<file path="src/rtl/nexys_starship_monster_sched_if.sv">
// Handshake bundle between the monster scheduler and the game logic around it.
// The slave side is the scheduler; the master side drives tick/play/restart/shoot.
interface nexys_starship_monster_sched_if;
  logic       tick;
  logic       play_flag;
  logic       restart;
  logic [3:0] shoot;
  logic [3:0] spawn;
  logic [3:0] monster_present;
  logic [7:0] score;
  logic       game_over;
  logic       q_Idle;
  logic       q_Run;
  logic       q_Over;

  modport master (
    output tick, play_flag, restart, shoot,
    input  spawn, monster_present, score, game_over, q_Idle, q_Run, q_Over
  );

  modport slave (
    input  tick, play_flag, restart, shoot,
    output spawn, monster_present, score, game_over, q_Idle, q_Run, q_Over
  );
endinterface

</file>
<file path="src/rtl/nexys_starship_monster_sched.sv">
// Game-level scheduler: IDLE/RUN/OVER FSM, LFSR-driven spawning into the four
// monster slots, per-slot kill deadlines and a saturating kill score.
module nexys_starship_monster_sched #(
  parameter int          SPAWN_INTERVAL = 16,
  parameter int          FIRE_TIMEOUT   = 8,
  parameter logic [15:0] LFSR_SEED      = 16'hACE1
) (
  input  logic                                 Clk,
  input  logic                                 Reset,
  nexys_starship_monster_sched_if.slave        bus
);

  localparam int CW = (SPAWN_INTERVAL > 1) ? $clog2(SPAWN_INTERVAL) : 1;
  localparam int TW = $clog2(FIRE_TIMEOUT + 1);
  localparam logic [CW-1:0] CNT_LAST = CW'(SPAWN_INTERVAL - 1);
  localparam logic [TW-1:0] TMR_LOAD = TW'(FIRE_TIMEOUT);

  typedef enum logic [2:0] {
    S_IDLE = 3'b001,
    S_RUN  = 3'b010,
    S_OVER = 3'b100
  } state_t;

  state_t               state;
  state_t               state_nxt;
  logic [15:0]          lfsr;
  logic [CW-1:0]        interval_cnt;
  logic [CW-1:0]        interval_cnt_nxt;
  logic [3:0][TW-1:0]   timer;
  logic [3:0][TW-1:0]   timer_nxt;
  logic [3:0]           present;
  logic [3:0]           present_nxt;
  logic [3:0]           spawn_r;
  logic [3:0]           spawn_nxt;
  logic [3:0]           kills;
  logic [7:0]           score;
  logic [7:0]           score_nxt;
  logic                 attempt;
  logic                 expire;

  // First empty slot searching c, c+1, c+2, c+3 (mod 4); zero when all full.
  function automatic logic [3:0] pick_slot(input logic [3:0] occ, input logic [1:0] c);
    logic [1:0] s;
    logic [3:0] pick;
    pick = '0;
    for (int k = 3; k >= 0; k--) begin
      s = c + 2'(k);
      if (!occ[s]) pick = 4'b0001 << s;
    end
    return pick;
  endfunction

  function automatic logic [7:0] sat_add(input logic [7:0] s, input logic [3:0] k);
    logic [8:0] sum;
    sum = {1'b0, s} + 9'($countones(k));
    return sum[8] ? 8'hFF : sum[7:0];
  endfunction

  always_ff @(posedge Clk or posedge Reset) begin
    if (Reset) state <= S_IDLE;
    else       state <= state_nxt;
  end

  always_comb begin
    state_nxt = state;
    case (state)
      S_IDLE:  if (bus.play_flag) state_nxt = S_RUN;
      S_RUN:   if (expire)        state_nxt = S_OVER;
      S_OVER:  if (bus.restart)   state_nxt = S_IDLE;
      default: state_nxt = S_IDLE;
    endcase
  end

  always_comb begin
    bus.q_Idle          = (state == S_IDLE);
    bus.q_Run           = (state == S_RUN);
    bus.q_Over          = (state == S_OVER);
    bus.game_over       = (state == S_OVER);
    bus.spawn           = spawn_r;
    bus.monster_present = present;
    bus.score           = score;
  end

  // Only slots occupied at the start of the cycle can be killed or time out,
  // so a slot being shot is never treated as empty by the spawn search.
  always_comb begin
    kills            = bus.shoot & present;
    expire           = 1'b0;
    attempt          = 1'b0;
    interval_cnt_nxt = interval_cnt;
    timer_nxt        = timer;
    present_nxt      = present;
    score_nxt        = score;
    spawn_nxt        = '0;
    case (state)
      S_IDLE: begin
        interval_cnt_nxt = '0;
        timer_nxt        = '0;
        present_nxt      = '0;
        score_nxt        = '0;
      end
      S_RUN: begin
        if (bus.tick) begin
          if (interval_cnt == CNT_LAST) begin
            interval_cnt_nxt = '0;
            attempt          = 1'b1;
          end else begin
            interval_cnt_nxt = interval_cnt + 1'b1;
          end
        end
        for (int i = 0; i < 4; i++) begin
          if (kills[i]) begin
            timer_nxt[i] = '0;
          end else if (present[i] && bus.tick) begin
            if (timer[i] == TW'(1)) expire = 1'b1;
            if (timer[i] != '0) timer_nxt[i] = timer[i] - 1'b1;
          end
        end
        present_nxt = present & ~kills;
        score_nxt   = sat_add(score, kills);
        // The game is lost this cycle: no new monster appears.
        if (attempt && !expire) begin
          spawn_nxt   = pick_slot(present, lfsr[1:0]);
          present_nxt = present_nxt | spawn_nxt;
          for (int i = 0; i < 4; i++) begin
            if (spawn_nxt[i]) timer_nxt[i] = TMR_LOAD;
          end
        end
      end
      default: ;
    endcase
  end

  // LFSR free-runs in every state so time spent idle feeds slot selection.
  always_ff @(posedge Clk or posedge Reset) begin
    if (Reset) begin
      lfsr         <= LFSR_SEED;
      interval_cnt <= '0;
      timer        <= '0;
      present      <= '0;
      score        <= '0;
      spawn_r      <= '0;
    end else begin
      lfsr         <= {lfsr[14:0], lfsr[15] ^ lfsr[13] ^ lfsr[12] ^ lfsr[10]};
      interval_cnt <= interval_cnt_nxt;
      timer        <= timer_nxt;
      present      <= present_nxt;
      score        <= score_nxt;
      spawn_r      <= spawn_nxt;
    end
  end

endmodule
</file>
<file path="src/flat_wrapper.sv">
// flat-port wrapper written by rule: the top's interface ports become plain ports
module nexys_starship_monster_sched_flat 
#(
  parameter int          SPAWN_INTERVAL = 16,
  parameter int          FIRE_TIMEOUT   = 8,
  parameter logic [15:0] LFSR_SEED      = 16'hACE1
)
  (Clk, Reset, bus_tick, bus_play_flag, bus_restart, bus_shoot, bus_spawn, bus_monster_present, bus_score, bus_game_over, bus_q_Idle, bus_q_Run, bus_q_Over);
  nexys_starship_monster_sched_if bus_i ();
  input  logic Clk;
  input  logic Reset;
  input wire logic [$bits(bus_i.tick)-1:0] bus_tick;
  input wire logic [$bits(bus_i.play_flag)-1:0] bus_play_flag;
  input wire logic [$bits(bus_i.restart)-1:0] bus_restart;
  input wire logic [$bits(bus_i.shoot)-1:0] bus_shoot;
  output wire logic [$bits(bus_i.spawn)-1:0] bus_spawn;
  output wire logic [$bits(bus_i.monster_present)-1:0] bus_monster_present;
  output wire logic [$bits(bus_i.score)-1:0] bus_score;
  output wire logic [$bits(bus_i.game_over)-1:0] bus_game_over;
  output wire logic [$bits(bus_i.q_Idle)-1:0] bus_q_Idle;
  output wire logic [$bits(bus_i.q_Run)-1:0] bus_q_Run;
  output wire logic [$bits(bus_i.q_Over)-1:0] bus_q_Over;
  assign bus_i.tick = bus_tick;
  assign bus_i.play_flag = bus_play_flag;
  assign bus_i.restart = bus_restart;
  assign bus_i.shoot = bus_shoot;
  assign bus_spawn = bus_i.spawn;
  assign bus_monster_present = bus_i.monster_present;
  assign bus_score = bus_i.score;
  assign bus_game_over = bus_i.game_over;
  assign bus_q_Idle = bus_i.q_Idle;
  assign bus_q_Run = bus_i.q_Run;
  assign bus_q_Over = bus_i.q_Over;
  nexys_starship_monster_sched #(.SPAWN_INTERVAL(SPAWN_INTERVAL), .FIRE_TIMEOUT(FIRE_TIMEOUT), .LFSR_SEED(LFSR_SEED)) u_core (.Clk(Clk), .Reset(Reset), .bus(bus_i));
endmodule
</file>
<file path="config.mk">
export PLATFORM = sky130hd
export DESIGN_NAME = nexys_starship_monster_sched_flat
export DESIGN_NICKNAME = d
export VERILOG_FILES = /design/src/rtl/nexys_starship_monster_sched_if.sv /design/src/rtl/nexys_starship_monster_sched.sv /design/src/flat_wrapper.sv
export SDC_FILE = /design/constraint.sdc
export NUM_CORES = 1
export LEC_CHECK = 0
export BUFFER_PORTS_ARGS = -buffer_cell sky130_fd_sc_hd__buf_2
export CORE_AREA = 10 10 95 97
export CTS_CLUSTER_DIAMETER = 30
export CTS_CLUSTER_SIZE = 30
export DETAILED_ROUTE_END_ITERATION = 10
export DIE_AREA = 0 0 105 107
export HOLD_SLACK_MARGIN = 0.08
export PLACE_DENSITY = 0.6
export SLEW_MARGIN = 20
export SYNTH_ARGS = -nofsm -noshare
export SYNTH_HDL_FRONTEND = slang
export SYNTH_SLANG_ARGS = --single-unit
export TNS_END_PERCENT = 1
</file>
<file path="constraint.sdc">
create_clock -name Clk -period 8.1 [get_ports Clk]
set_input_delay 0.81 -clock Clk [delete_from_list [all_inputs] [get_ports Clk]]
set_output_delay 0.81 -clock Clk [all_outputs]
set_load 0.01 [all_outputs]
</file>
[Word level (Yosys, flattened, before mapping)]
Index checks and enable logic that the tools add are counted.
Widths: inputs -> output; s select.
Operators by class
  add/subtract/negate cells: 12
  reduce and logical (&&, ||, !) cells: 13
  magnitude comparators: 4
  shift-type cells: 4
  eq/ne operators: 12
  bitwise logic cells: 7
  multiplexer cells: 62
Operators by type and width (count)
  $mux 4: 27
  $pmux 16 s2: 1
  $mux 1: 21
  $eq 4x1->1 const B: 4
  $mux 16: 1
  $pmux 4 s2: 2
  $pmux 8 s2: 1
  $reduce_bool 4->1: 4
  $shl 1x2->4 const A: 4
  $sub 4x1->4 const B: 4
  $lt 2x3->1 const B: 4
  $add 8x9->9: 1
  $add 9x9->9: 1
  $mux 3: 3
  $pmux 3 s3: 1
  $and 4x4->4: 2
  $bmux 1 s2: 4
  $mux 8: 1
  $ne 2x2->1 const B: 3
  $logic_and 1x1->1: 5
  $add 1x1->2: 2
  $add 2x2->2 const B: 2
  $add 4x1->4 const B: 1
  $eq 4x4->1 const B: 1
  other kinds (12): 14
Storage, ports and cells
  bits in registers: 55
  output and inout port bits: 20
  bits of input ports: 9
  logic and storage cells: 124

[Longest topological paths before layout]
  word-level depth: 21
  depth in mapped cells: 13

[Least setup slack after synthesis]
No wires, ideal clock.
  kind: input to register
  from: input port bus_shoot[0]
  to: register u_core.score[7], in the netlist u_core.bus.score[7]
  setup time: 0.120 ns
  data arrival time: 2.847 ns
  cell stages on the path: 12
  slack: 5.132 ns
  required time: 7.980 ns
  path through: and2_1 ha_1 inv_1 fa_1 inv_1 ha_1 inv_1 fa_1 nor3_1 and3_1 nand3_1 o211a_1
On the way
  longest elaborated chain between the ends: 6
RTL lines
  start: declaration: line flat_wrapper.sv:15  | input wire logic [$bits(bus_i.shoot)-1:0] bus_shoot;
  $and 4x4->4: line nexys_starship_monster_sched.sv:87  | kills = bus.shoot & present;
  $add 1x1->2 (not written as such): line nexys_starship_monster_sched.sv:55  | sum = {1'b0, s} + 9'($countones(k));
  $add 9x9->9 (not written as such): line nexys_starship_monster_sched.sv:55
  $add 8x9->9: line nexys_starship_monster_sched.sv:55
  $mux 8: line nexys_starship_monster_sched.sv:56  | return sum[8] ? 8'hFF : sum[7:0];
  $pmux 8 s2: line nexys_starship_monster_sched.sv:95  | case (state)
  end signal: assignment: line nexys_starship_monster_sched.sv:148  | score <= score_nxt;
  end: declaration: line nexys_starship_monster_sched.sv:36  | logic [7:0] score;
No other way between the ends.
A chain may end at the register's enable or synchronous reset.

[Final worst setup path]
  from: input port bus_shoot[3]
  to: register u_core.score[7], in the netlist u_core.bus.score[7]
The elaborated chain is that of the path after synthesis.

==> parameters.txt <==
Parameter                              Value

Status
  Status    complete, no violations

Run
  Max-cap violations    0

Die
  I/O pin count    29
  Cell row count    31
  Core Region    7140 um2
  Die area    11200 um2
  Starting utilization of the core area    0.438
  Y dimension of the die    107 um
  Die Wd    105 um

Yosys
  Leading area contributor after synthesis    sky130_fd_sc_hd__dfrtp_1
  Xor and xnor fraction of the mapped netlist area    0.00840
  Yosys warnings    0
  Post-Syn Area    3130 um2
  Number of nets in the synthesized netlist    345
  Number of distinct library cell variants in the gate-level netlist after synthesis    62
  Compound-gate portion of the synthesized area    0.163
  Fraction of synthesized cell area taken by the top area cell type    0.368
  Sequential fraction of the synthesis area    0.443
  Number of storage elements in the synthesis netlist    55
  Post-synthesis cell count    314
  Syn Area/Cell    9.97 um2
  Post-synth EDFFs    0
  Top cells by area, synth    sky130_fd_sc_hd__dfrtp_1 37%, sky130_fd_sc_hd__ha_1 7.6%, sky130_fd_sc_hd__dfstp_2 7.6%
  Proportion of synthesized flip-flops having asynchronous set or reset    1.00
  Dominant combinational cell family by area after synthesis    simple AND/OR/NAND/NOR gates
  Dominant register cell in the synthesized netlist    sky130_fd_sc_hd__dfrtp_1
  Simple-gate portion of the synthesized area    0.202
  Adder-cell area share of the yosys netlist    0.0952
  Multiplexer share of the synthesized area    0.0368

Global routing
  Total global routing overflow    0
  Total global routing track utilization    0.128
  Number of antenna violations at the first check in global routing    0
  First-pass GRT wire length    12000 um
  Largest net degree at the start of global routing    56
  Via count of the first global-routing pass    2460

Layout
  Flip-flop and latch area    1390 um2
  Fill count    706
  Final layout net count    374
  Number of standard cells in the layout, taps in and fillers out    443
  Footprint of the multi-input gates    1580 um2
  Number of antenna repair diodes    0
  Post-route core utilization    0.484
  Share of cells above drive strength 1    0.201
  Synthesis-to-finish area growth    10.5%

Timing
  Worst clock skew    0.00664 ns
  Max-slew headroom    0.483
  Fmax    342 MHz
  Final max-slew violation count    0
  RSZ-0062 raised after global routing    no
  Final count of hold timing violations    0
  Sum Neg Setup Slack    0 ns
  Final setup vio count    0
  Minimum clock period    2.93 ns
  Least-Margin Pin Slew    0.776 ns
  Share of the clock period used by the worst path    0.361
  Worst Hold Margin    0.361 ns

Critical path
  Startpoint kind of the worst setup timing path    primary input
  Worst-path cell chain    buf_2, and2_1, ha_1, inv_1, fa_1, inv_1, ha_1, inv_1, fa_1, nor3_1, and3_1, nand3_1, o211a_1
  Slowest stage cell on the critical path    sky130_fd_sc_hd__fa_1
  Max Fanout on Critical Path    4
  Delay-heaviest family, CP    adder cells
  Buf+Inv Stages, Crit Path    4
  Slowest cell delay on critical path    0.41 ns
  Category of the critical setup timing path    primary input to flip-flop
  Data required time of the worst path    8.32 ns
  Arrival @ worst endpoint    3.14 ns
  Cell repeated most along the worst path    sky130_fd_sc_hd__inv_1
  Endpoint type of the worst setup path    flip-flop

CTS
  Source-to-sink clock delay at the later pin of the worst-skew pair    0.32 ns
  Clock sinks    55
  Clock transition at the registers of the reported paths    0.10 ns
  TritonCTS clock tree    done
  CTS root buf    sky130_fd_sc_hd__clkbuf_8
  Number of buffers inserted to repair setup after CTS    0
  Number of instances resized during post-cts repair    0
  Htree depth    2
  Total CTS buffers    5
  Cts hold-fix bufs    0
  CTS Buffer Depth    2

Route
  Post-route antenna net violation count    0
  WL final    6970 um
  Via total after detailed routing    2419
  Count of routing violations after the opening detailed-route iteration    103
  DR DRC count    0
  Number of vias per cell    5.46
  Wire per inst    15.7 um
  Initial DRT Pass Iterations    4

Power
  Worst IR Drop VDD    0.0816 mV
  PwrDens    190 nW/um2
  Static leakage    1.55 nW

Placement
  # port buffers    28
  Placed insts    435
  Half-perimeter wire length after detailed placement    5150 um
  RD Place Congestion    0.786

Worst hold path
  Worst hold-check path type    flip-flop to flip-flop
==> per-layer routing <==
metal	vias up	wire length (um)	GRT usage
met4	0	76	0.0314
met1	1179	3180	0.165
met2	58	3370	0.215
met3	6	341	0.0275
li1	1176	-	-
met5	-	0	0
==> synthesized netlist by cell type, drive strengths merged, types with 3 or more instances <==
library cell	instances
nand2	32
a21oi	7
nor2b	4
dfrtp	46
or3b	3
nor3	8
nand2b	10
nor4	7
inv	33
a211o	3
o32ai	3
clkbuf	5
nand3	12
fa	3
a31o	3
o22ai	6
a31oi	11
ha	19
and2	5
dfstp	9
o21ai	17
nand3b	4
o211ai	6
nor2	21
mux4	4
==> registers in the layout, indices dropped and copies added, names as in the netlist <==
register,flops
u_core.lfsr,16
u_core.interval_cnt,4
u_core.bus.monster_present,4
u_core.timer,16
u_core.state,3
u_core.bus.score,8
u_core.bus.spawn,4
==> cell families after synthesis <==
| logic type | Yosys count |
|---|---|
| AOI/OAI and AO/OA | 71 |
| xor gates and xnor gates | 3 |
| adders and majority gates | 22 |
| buffers and inverters | 40 |
| DFF | 55 |
| muxes | 6 |
| and+or+nand+nor | 117 |
==> layout by cell type (no fill, tap or decap), drive strengths merged, types with 7 or more instances in the layout <==
cell | Yosys | layout
nor2 | 21 | 21
nand2b | 10 | 10
o21ai | 17 | 17
ha | 19 | 19
nand2 | 32 | 32
buf | 2 | 29
dfstp | 9 | 9
nor3 | 8 | 8
nand3 | 12 | 12
nor4 | 7 | 7
a21oi | 7 | 7
dfrtp | 46 | 46
inv | 33 | 33
a31oi | 11 | 11
==> path summary, 6_finish.rpt <==
check                                                     startpoint                               to  slack, ns  depth (start not counted)
min                                         u_core.lfsr[2]$_DFF_PP0_         u_core.lfsr[3]$_DFF_PP0_       0.36                          0
max reg2reg                u_core.bus.monster_present[2]$_DFFE_PP0N_  u_core.bus.score[7]$_DFFE_PP0N_       5.23                         12
max                                                     bus_shoot[3]  u_core.bus.score[7]$_DFFE_PP0N_       5.17                         13
min in group asynchronous                                      Reset         u_core.lfsr[8]$_DFF_PP0_       0.66                          3
min reg2reg                                 u_core.lfsr[2]$_DFF_PP0_         u_core.lfsr[3]$_DFF_PP0_       0.36                          0
max in group asynchronous                                      Reset      u_core.timer[0]$_DFFE_PP0N_       6.98                          3
==> area by class of cell <==
cell class / instances / area share
inverters: 33 / 0.0358
flip-flops and latches: 55 / 0.401
repair buffers: 29 / 0.0427
clock buffers: 5 / 0.0199
well taps: 99 / 0.0358
multi-input cells: 219 / 0.457
clock inverters: 3 / 0.00724
==> worst reg2reg max path, cell delays in order (launching register included) <==
cell                      delay (ns)
sky130_fd_sc_hd__dfrtp_1        0.54
sky130_fd_sc_hd__and2_1         0.24
sky130_fd_sc_hd__ha_1           0.16
sky130_fd_sc_hd__inv_1          0.05
sky130_fd_sc_hd__fa_1           0.44
sky130_fd_sc_hd__inv_1          0.07
sky130_fd_sc_hd__ha_1           0.16
sky130_fd_sc_hd__inv_1          0.06
sky130_fd_sc_hd__fa_1           0.41
sky130_fd_sc_hd__nor3_1         0.24
sky130_fd_sc_hd__and3_1         0.21
sky130_fd_sc_hd__nand3_1        0.08
sky130_fd_sc_hd__o211a_1        0.13
==> per-stage QoR <==
step	cell area, um2	power [mW]	setup WS, ns
2_1_floorplan	3130	0.446	5.13
3_3_place_gp	3360	0.507	4.88
3_5_place_dp	3360	0.509	4.85
4_1_cts	3460	0.670	5.18
5_1_grt	3460	0.708	5.05
6_report	3460	0.658	5.17
==> power by group <==
group          internal (mW)  switching, mW  total (mW)
Clock                 0.0621         0.0978       0.160
Combinational         0.0585          0.134       0.192
Sequential             0.292         0.0145       0.306
Total                  0.412          0.246       0.658
No activity file was read; power rests on OpenSTA's default activity.
